===== config.mk =====
export PLATFORM = sky130hd
export DESIGN_NAME = ifq_line_buffer
export DESIGN_NICKNAME = d
export VERILOG_FILES = /design/src/rtl/ifq_line_buffer.sv
export SDC_FILE = /design/constraint.sdc
export NUM_CORES = 1
export LEC_CHECK = 0
export ABC_AREA = 1
export BUFFER_PORTS_ARGS = -buffer_cell sky130_fd_sc_hd__buf_2
export CORE_MARGIN = 1.5
export CORE_UTILIZATION = 35
export DETAILED_ROUTE_END_ITERATION = 8
export PLACE_DENSITY = 0.56
export SLEW_MARGIN = 40
export SYNTH_ARGS = -nofsm -noshare
export SYNTH_HDL_FRONTEND = slang
export SYNTH_SLANG_ARGS = --single-unit

===== constraint.sdc =====
create_clock -name clk -period 9.52 [get_ports clk]
set_input_delay 0.476 -clock clk [delete_from_list [all_inputs] [get_ports clk]]
set_output_delay 0.476 -clock clk [all_outputs]
set_load 0.01 [all_outputs]

===== src/rtl/ifq_line_buffer.sv =====
// Instruction fetch queue: fetches whole lines from program memory into a circular line
// buffer and hands out one instruction per pop; redirects can enter a line mid-way.
module ifq_line_buffer #(
    parameter int unsigned LINE_WORDS  = 4,
    parameter int unsigned DEPTH_LINES = 4,
    parameter logic [31:0] RESET_PC    = 32'h0000_0000
) (
    input  logic                                        clk,
    input  logic                                        rst,
    input  logic                                        d_valid,
    input  logic [32*LINE_WORDS-1:0]                    mem_data,
    output logic                                        abort,
    output logic                                        m_rd_en,
    output logic [31:0]                                 mem_addr,
    input  logic                                        jump_branch_valid,
    input  logic [31:0]                                 jump_branch_add,
    input  logic                                        d_rd_en,
    output logic                                        empty,
    output logic [31:0]                                 i_code,
    output logic [31:0]                                 pc_out,
    output logic [$clog2(DEPTH_LINES*LINE_WORDS):0]     count
);

    localparam int unsigned LW_B = $clog2(LINE_WORDS);
    localparam int unsigned LP_W = $clog2(DEPTH_LINES) + 1;
    localparam int unsigned WP_W = $clog2(DEPTH_LINES * LINE_WORDS) + 1;
    localparam logic [31:0] LINE_BYTES = 32'(4 * LINE_WORDS);
    localparam logic [31:0] LINE_MASK  = ~(LINE_BYTES - 32'd1);

    localparam logic [1:0] StIdle  = 2'd0;
    localparam logic [1:0] StWait  = 2'd1;
    localparam logic [1:0] StAbort = 2'd2;

    logic [LP_W-1:0]  wr_lp_q, wr_lp_d;
    logic [WP_W-1:0]  rd_wp_q, rd_wp_d;
    logic [31:0]      pc_head_q, pc_head_d;
    logic [31:0]      fetch_addr_q, fetch_addr_d;
    logic [1:0]       state_q, state_d;
    logic             line_we;

    logic [31:0]      line_q [DEPTH_LINES][LINE_WORDS];

    logic [LP_W-1:0]  rd_lp;
    logic [LP_W-1:0]  lines_used;
    logic [LP_W-2:0]  wr_idx;
    logic [LP_W-2:0]  rd_line;
    logic [LW_B-1:0]  rd_word;
    logic             pop;

    assign rd_lp      = rd_wp_q[WP_W-1:LW_B];
    assign lines_used = wr_lp_q - rd_lp;
    assign wr_idx     = wr_lp_q[LP_W-2:0];
    assign rd_line    = rd_wp_q[WP_W-2:LW_B];
    assign rd_word    = rd_wp_q[LW_B-1:0];

    assign empty    = (rd_lp == wr_lp_q);
    assign count    = empty ? '0 : ({wr_lp_q, {LW_B{1'b0}}} - rd_wp_q);
    assign i_code   = empty ? '0 : line_q[rd_line][rd_word];
    assign pc_out   = pc_head_q;
    assign mem_addr = fetch_addr_q;
    assign m_rd_en  = (state_q == StWait);
    assign abort    = (state_q == StAbort);
    assign pop      = d_rd_en & ~empty;

    always_comb begin
        wr_lp_d      = wr_lp_q;
        rd_wp_d      = rd_wp_q;
        pc_head_d    = pc_head_q;
        fetch_addr_d = fetch_addr_q;
        state_d      = state_q;
        line_we      = 1'b0;

        if (jump_branch_valid) begin
            // Redirect flushes everything; an in-flight read must be cancelled via abort.
            wr_lp_d      = '0;
            rd_wp_d      = WP_W'(jump_branch_add[LW_B+1:2]);
            pc_head_d    = jump_branch_add;
            fetch_addr_d = jump_branch_add & LINE_MASK;
            state_d      = (state_q == StWait) ? StAbort : StWait;
        end else begin
            if (pop) begin
                rd_wp_d   = rd_wp_q + WP_W'(1);
                pc_head_d = pc_head_q + 32'd4;
            end
            case (state_q)
                StIdle: begin
                    if (lines_used < LP_W'(DEPTH_LINES)) begin
                        state_d = StWait;
                    end
                end
                StWait: begin
                    if (d_valid) begin
                        line_we      = 1'b1;
                        wr_lp_d      = wr_lp_q + LP_W'(1);
                        fetch_addr_d = fetch_addr_q + LINE_BYTES;
                        state_d      = (lines_used + LP_W'(1) < LP_W'(DEPTH_LINES)) ? StWait
                                                                                    : StIdle;
                    end
                end
                StAbort: state_d = StWait;
                default: state_d = StIdle;
            endcase
        end
    end

    always_ff @(posedge clk or negedge rst) begin
        if (!rst) begin
            wr_lp_q      <= '0;
            rd_wp_q      <= WP_W'(RESET_PC[LW_B+1:2]);
            pc_head_q    <= RESET_PC;
            fetch_addr_q <= RESET_PC & LINE_MASK;
            state_q      <= StIdle;
        end else begin
            wr_lp_q      <= wr_lp_d;
            rd_wp_q      <= rd_wp_d;
            pc_head_q    <= pc_head_d;
            fetch_addr_q <= fetch_addr_d;
            state_q      <= state_d;
        end
    end

    always_ff @(posedge clk) begin
        if (line_we) begin
            for (int w = 0; w < LINE_WORDS; w++) begin
                line_q[wr_idx][w] <= mem_data[32*w +: 32];
            end
        end
    end

endmodule


==> results by group, run 1 <==
Logic synthesis
  – Post-Syn Instances: 2364
  – Register area share after synthesis: 68.2%
  – Area leader, netlist: edfxtp_1
  – Distinct cells, synth: 43
  – EDFF count, synth: 512
  – Ys async rst share: 12.0%
  – Syn Area/Cell: 10.6 um2
  – Syn Std Cell Area: 25100 um2
  – Yosys warning total: 0
  – Synth top area cells: edfxtp_1 (61%), nand2_1 (12%), nand3_1 (9.1%)
  – Synth top area share: 61.2%
  – Register bit total from synthesis: 582
  – Synth top cells by count: nand2_1 (829), edfxtp_1 (512), nand3_1 (459)
  – Most common flop cell mapped by yosys: edfxtp_1
  – Most frequent cell after synthesis: nand2_1

STA
  – Final Cycle Share: 46.1%
  – Setup-failing EPs final: 0
  – Peak Freq: 228 MHz
  – Unrepaired setup endpoints after global routing: false
  – Slew headroom: 46.1%
  – Fin Setup TNS: 0 ns
  – Clock Skew: 0.0238 ns
  – Tmin final: 4.39 ns
  – Pins Over Slew Limit: 0
  – Final hold viol count: 0
  – Worst Tran Pin Value: 0.808 ns

Power
  – Peak supply drop: 0.000137 V
  – Leakage: 11.3 nW
  – Pwr dens: 224 nW/um2

Setup path
  – Crit path kind: flop to flop
  – Max stage delay on crit path: 0.77 ns
  – Crit path cell chain: inv_2 -> nand2_1 -> nor2_2 -> nand2_1 -> nor2_4 -> buf_8 -> buf_4 -> buf_4
  – Crit start category: flop
  – Worst path required time: 9.73 ns
  – Worst EP arrival: 4.60 ns
  – Critical path capture point type: flop
  – Crit Path Max Fanout: 51
  – CP max stage cell: buf_4

Floorplanning
  – IO Count: 269
  – Chip width: 271 um
  – Row count: 98
  – Die Y: 271 um
  – Initial Utilization: 35.3%
  – Die area: 73400 um2
  – Core Region: 71200 um2

Final layout
  – Syn-to-layout area delta: 17.3%
  – Final net count: 2777
  – Finished Layout Cells: 3603
  – Layout cells sized above 1: 15.9%

Clocking
  – Clk sinks: 582
  – # resized after CTS: 0
  – # H-tree levels: 3
  – TritonCTS buffer count: 67
  – CTS tree: built
  – Worst-path clk slew: 0.06 ns
  – Cts hold-fix bufs: 0
  – Clock root buffer: clkbuf_16
  – Max Root-Sink Buffers: 3
  – Clk Latency, worst-skew pair: 0.60 ns
  – Number of post-CTS setup repair buffers: 0

Run status
  – Status: completed

Drt
  – ANT nets after route: 0
  – Vias: 18300
  – Drt first-iter violations: 1439
  – Total routed wirelength: 74800 um
  – Via-to-Cell Ratio: 5.08
  – WL/cell: 20.8 um
  – Drt pass-1 iters: 7
  – # DRC: 0

Placed design
  – Final GP Congestion: 0.869
  – Placed instance count: 3480
  – Final HPWL DP: 46700 um
  – Port bufs: 264

Global routing
  – Total gr overflow: 0
  – Global-route wire length before repair: 112000 um
  – Initial antenna violation count: 26
  – Largest net degree at the start of global routing: 161
  – Vias in the first global route: 17900
  – All-layer global routing usage: 20.1%

Worst hold path
  – Worst Hold Class: input pin to asynchronous set/reset pin

Flow run
  – Max Cap Viol: 0
worst paths after layout:
check	startpoint	endpoint	slack [ns]	cells after the start
max	state_q[1]$_DFFE_PN0P_	line_q[2][121]$_DFFE_PP_	5.13	8
min	rst	pc_out[21]$_DFFE_PN0P_	0.0007	2
max reg2reg	state_q[1]$_DFFE_PN0P_	line_q[2][121]$_DFFE_PP_	5.13	8
min reg2reg	pc_out[1]$_DFFE_PN0P_	pc_out[1]$_DFFE_PN0P_	0.48	2
max in group asynchronous	rst	rd_wp_q[2]$_DFFE_PN0P_	8.96	2
min in group clk	jump_branch_add[1]	pc_out[1]$_DFFE_PN0P_	0.08	3
cell families after synthesis:
logic type | synth area share, %
compound gates | 2.83
xor+xnor | 0.418
fa+ha+maj | 0.628
buf+inv | 3.77
flops | 68.2
other cells | 0.0149
simple gates | 24.1
layer usage:
metal | up-vias | share of wire (%) | GRT usage [%]
li1 | 8653 | - | -
met1 | 8910 | 40 | 25.1
met2 | 558 | 50 | 34.2
met3 | 169 | 6.8 | 4.38
met4 | 26 | 3.1 | 7.29
met5 | - | 0.20 | 0
power by group:
| group | internal (mW) | switching [mW] | total (mW) | leakage (nW) |
|---|---|---|---|---|
| sequential | 2.96 | 0.122 | 3.08 | 5.47 |
| clock | 1.45 | 1.02 | 2.47 | 1.02 |
| combinational | 0.305 | 0.752 | 1.06 | 4.83 |
registers in the layout, indices dropped and copies added (netlist names):
| signal | count |
|---|---|
| wr_lp_q | 3 |
| mem_addr | 28 |
| line_q | 512 |
| pc_out | 32 |
| state_q | 2 |
| rd_wp_q | 5 |
cell usage in the layout, fill, tap and decap left out, drive strengths merged:
| cell type | n |
|---|---|
| xor2 | 6 |
| nand3 | 460 |
| nand4 | 13 |
| clkbuf | 79 |
| a21o | 1 |
| a21oi | 21 |
| buf | 289 |
| conb | 4 |
| a31oi | 40 |
| bufinv | 5 |
| nand2 | 831 |
| a31o | 1 |
| fa | 1 |
| edfxtp | 512 |
| o21ai | 35 |
| diode | 6 |
| nor2 | 100 |
| o21a | 1 |
| nand3b | 3 |
| dfrtp | 70 |
| nor3 | 10 |
| xnor2 | 6 |
| o21bai | 3 |
| clkinvlp | 1 |
| o311ai | 1 |
| a221oi | 1 |
| o31ai | 1 |
| ha | 11 |
| o211ai | 12 |
| inv | 94 |
| clkinv | 31 |
| a22oi | 1 |
| or2 | 3 |
critical path: cells and delay by family, from the launching register on:
kind	cells	cell delay, ns
flip-flops	1	0.37
buffers and inverters	4	1.77
AND/OR/NAND/NOR	4	1.75
cell type report:
| cell class | instances | area (um2) |
|---|---|---|
| antenna | 6 | 15.0 |
| clock buffer | 79 | 1750 |
| clock inverter | 37 | 340 |
| fill | 6752 | 41800 |
| inverter | 94 | 369 |
| multi-input combinational | 1566 | 7100 |
| sequential | 582 | 17100 |
| tap | 950 | 1190 |
| timing repair buffer | 289 | 1570 |
metrics by stage:
step | hold WS (ns) | utilization, % | cell area [um2] | setup slack [ns] | power (mW)
CTS | 0.00552 | 41.3 | 29400 | 5.07 | 6.67
detailed placement | 0.472 | 38.4 | 27300 | 4.95 | 4.20
global route | 0.0338 | 41.4 | 29500 | 4.79 | 6.88
finish | 0.000705 | 41.4 | 29500 | 5.13 | 6.61
global placement | 0.468 | 38.3 | 27300 | 4.81 | 4.19
floorplan | 0.180 | - | 25100 | 2.67 | 3.71
No activity file was read; power rests on OpenSTA's default activity.
==> run 2: changes to the inputs <==
--- a/config.mk
+++ b/config.mk
@@ -5,12 +5,12 @@
 export SDC_FILE = /design/constraint.sdc
 export NUM_CORES = 1
 export LEC_CHECK = 0
-export ABC_AREA = 1
+export ABC_AREA = 0
 export BUFFER_PORTS_ARGS = -buffer_cell sky130_fd_sc_hd__buf_2
 export CORE_MARGIN = 1.5
 export CORE_UTILIZATION = 35
 export DETAILED_ROUTE_END_ITERATION = 8
-export PLACE_DENSITY = 0.56
+export PLACE_DENSITY = 0.58
 export SLEW_MARGIN = 40
 export SYNTH_ARGS = -nofsm -noshare
 export SYNTH_HDL_FRONTEND = slang
==> constraint.sdc (replaced) <==
create_clock -name clk -period 3.8 [get_ports clk]
set_input_delay 0.19 -clock clk [delete_from_list [all_inputs] [get_ports clk]]
set_output_delay 0.19 -clock clk [all_outputs]
set_load 0.01 [all_outputs]
==> results by group, run 2 <==
Final layout
  – Design Area, Final: 30400 um2
  – Layout cells sized above 1: 24.5%
  – Commonest non-fill, non-tap cell in the layout: edfxtp_1
  – Most frequent cells in the layout: edfxtp_1 (512), buf_2 (263), dlygate4sd3_1 (163), mux2i_1 (160), o21ai_0 (75)
  – Fill count: 6087
  – Biggest register: line_q
  – Final net count: 2091
  – Syn-to-layout area delta: 25.2%
  – Max reg flops: 512
  – Finished Layout Cells: 2898

Logic synthesis
  – Most common flop cell mapped by yosys: edfxtp_1
  – Synth top area share: 63.3%
  – Mux contribution to synthesized area: 13.2%
  – Syn Area/Cell: 16.4 um2
  – Register area share after synthesis: 70.5%
  – Synth top cells by count: edfxtp_1 (512), mux2i_1 (160), o21ai_0 (75)
  – Area share of and/or/nand/nor cells after synthesis: 5.23%
  – Largest family of logic cells by synthesized area: multiplexers
  – Synth Area in Compound Gates: 7.42%
  – Distinct cells, synth: 67
  – Post-Synth XOR/XNOR Area: 0.963%
  – Most frequent cell after synthesis: edfxtp_1
  – Area leader, netlist: edfxtp_1
  – Ys async rst share: 12.0%
  – EDFF count, synth: 512
  – Post-Syn Instances: 1481
  – Register bit total from synthesis: 582
  – Syn Std Cell Area: 24300 um2
  – Yosys warning total: 0
  – Synth top area cells: edfxtp_1 (63%), dfrtp_1 (7.2%), mux2i_1 (6.6%)
  – Post-Synth Adder-Cell Area: 0.649%

Floorplanning
  – Row count: 96
  – Core Region: 68600 um2
  – Die Y: 266 um
  – Chip width: 266 um
  – Die area: 71000 um2
  – Initial Utilization: 35.4%
  – IO Count: 269

Clocking
  – # H-tree levels: 2
  – Clk sinks: 582
  – Clk Latency, worst-skew pair: 0.62 ns
  – Max Root-Sink Buffers: 3
  – TritonCTS buffer count: 61
  – Worst-path clk slew: 0.06 ns
  – Number of post-CTS setup repair buffers: 0
  – Clock root buffer: clkbuf_16
  – CTS tree: built

Drt
  – Drt pass-1 iters: 5
  – # DRC: 0
  – Via-to-Cell Ratio: 5.15
  – Vias: 14900
  – WL/cell: 21.2 um
  – Total routed wirelength: 61400 um
  – Drt first-iter violations: 947
  – ANT nets after route: 0

Worst hold path
  – Worst Hold Class: input pin to flop
  – Min-delay src: d_valid

Setup path
  – Crit Path Max Fanout: 88
  – Crit start category: flop
  – Worst path required time: 3.61 ns
  – Worst EP arrival: 3.13 ns
  – Critical Path Source: rd_wp_q[2]$_DFFE_PN0P_
  – Worst r2r src: rd_wp_q[2]$_DFFE_PN0P_
  – Crit path kind: flop to primary output
  – Critical path capture point type: primary output

Placed design
  – Final GP Congestion: 0.827
  – Area after DPL: 26900 um2
  – Final HPWL DP: 38700 um
  – Placed instance count: 2619
  – Port bufs: 264

Global routing
  – Largest net degree at the start of global routing: 110
  – Global-route wire length before repair: 92600 um
  – Total gr overflow: 0
  – Initial antenna violation count: 13
  – All-layer global routing usage: 17.0%
  – Vias in the first global route: 15300

STA
  – Pins Over Slew Limit: 0
  – Slew headroom: 44.6%
  – Tmin final: 3.32 ns
  – Fin Setup TNS: 0 ns
  – Unrepaired setup endpoints after global routing: false
  – Setup-failing EPs final: 0
  – Worst Tran Pin Value: 0.832 ns
  – Final hold viol count: 0
  – Clock Skew: 0.0192 ns
  – Final Cycle Share: 87.5%
  – Peak Freq: 301 MHz

Power
  – Peak supply drop: 0.000483 V
  – Pwr dens: 489 nW/um2
  – Leakage: 10.4 nW
  – Pwr Total: 14.9 mW

Run status
  – Status: completed

Flow run
  – Max Cap Viol: 0
## run 2: cell count changes after synthesis, sizes merged, moves of 28 or more
cell	change
buf	-51
mux2i	+160
nor2	-58
a211oi	+40
nand2	-792
a22oi	+31
nand3	-440
clkbuf	+28
inv	-78
o21ai	+41
mux4	+64
## run 2: kinds of logic (layout without fill, tap and decap cells)
kind of cell	Yosys count	in the layout
AO/OA/AOI/OAI	274	274
XOR/XNOR	25	25
adder cells (fa/ha/maj)	12	12
buffers and inverters	117	595
flip-flops	582	582
multiplexers	238	238
other	1	9
AND/OR/NAND/NOR	232	232
## run 2: final cells by class
cell class                 count  area (um2)  share of cell area, %
timing repair buffer         469        3460                   11.4
clock buffer                  74        1610                   5.28
antenna                        5        12.5                 0.0412
inverter                      15        57.6                  0.189
multi-input combinational    785        6720                   22.1
tap                          931        1160                   3.83
clock inverter                37         240                  0.790
sequential                   582       17100                   56.4
## run 2: report_power, final
part           total, mW  internal [mW]  leakage (nW)  switching (mW)
sequential          7.34           7.17          5.45           0.176
clock               5.54           3.12         0.906            2.42
combinational       1.97          0.829          4.08            1.14
## run 2: path summary, 6_finish.rpt
path,slack (ns),to,cells past startpoint
worst max-delay path,0.48,i_code[15],5
worst min-delay path,0.1,wr_lp_q[1]$_DFFE_PN0P_,4
worst max register to register,0.96,pc_out[27]$_DFFE_PN0P_,6
worst min register to register,0.51,pc_out[0]$_DFFE_PN0P_,1
max in group asynchronous,3.10,pc_out[1]$_DFFE_PN0P_,3
min in group asynchronous,0.11,pc_out[15]$_DFFE_PN0P_,2
## run 2: critical path, stage by stage (launching register included)
cell and delay [ns]:
dfrtp_4 0.70, buf_12 0.57, mux4_2 0.60, mux2i_1 0.27
a211oi_1 0.12, buf_2 0.17
## run 2: metrics by stage
step                setup WS, ns  util (%)  hold slack (ns)
CTS                        0.433      44.3           0.0540
floorplan                  0.792         -           -0.106
finish                     0.477      44.3           0.0955
global route               0.271      44.3            0.109
detailed placement          1.00      39.2            0.227
global placement            1.09      39.2            0.401
## run 2: layer usage
layer / GRT usage [%] / part of all wire (%) / vias up
met2: 29.0 / 50 / 450
li1: - / - / 6838
met1: 21.9 / 42 / 7526
met5: 0 / 0.19 / -
met3: 3.88 / 6.4 / 90
met4: 4.24 / 1.8 / 18
## run 2: timing repair
action,CTS,global route
gates resized for setup,0,0
endpoints found under the setup margin,0,0
endpoints found under the hold margin,646,0
hold buffers,163,0
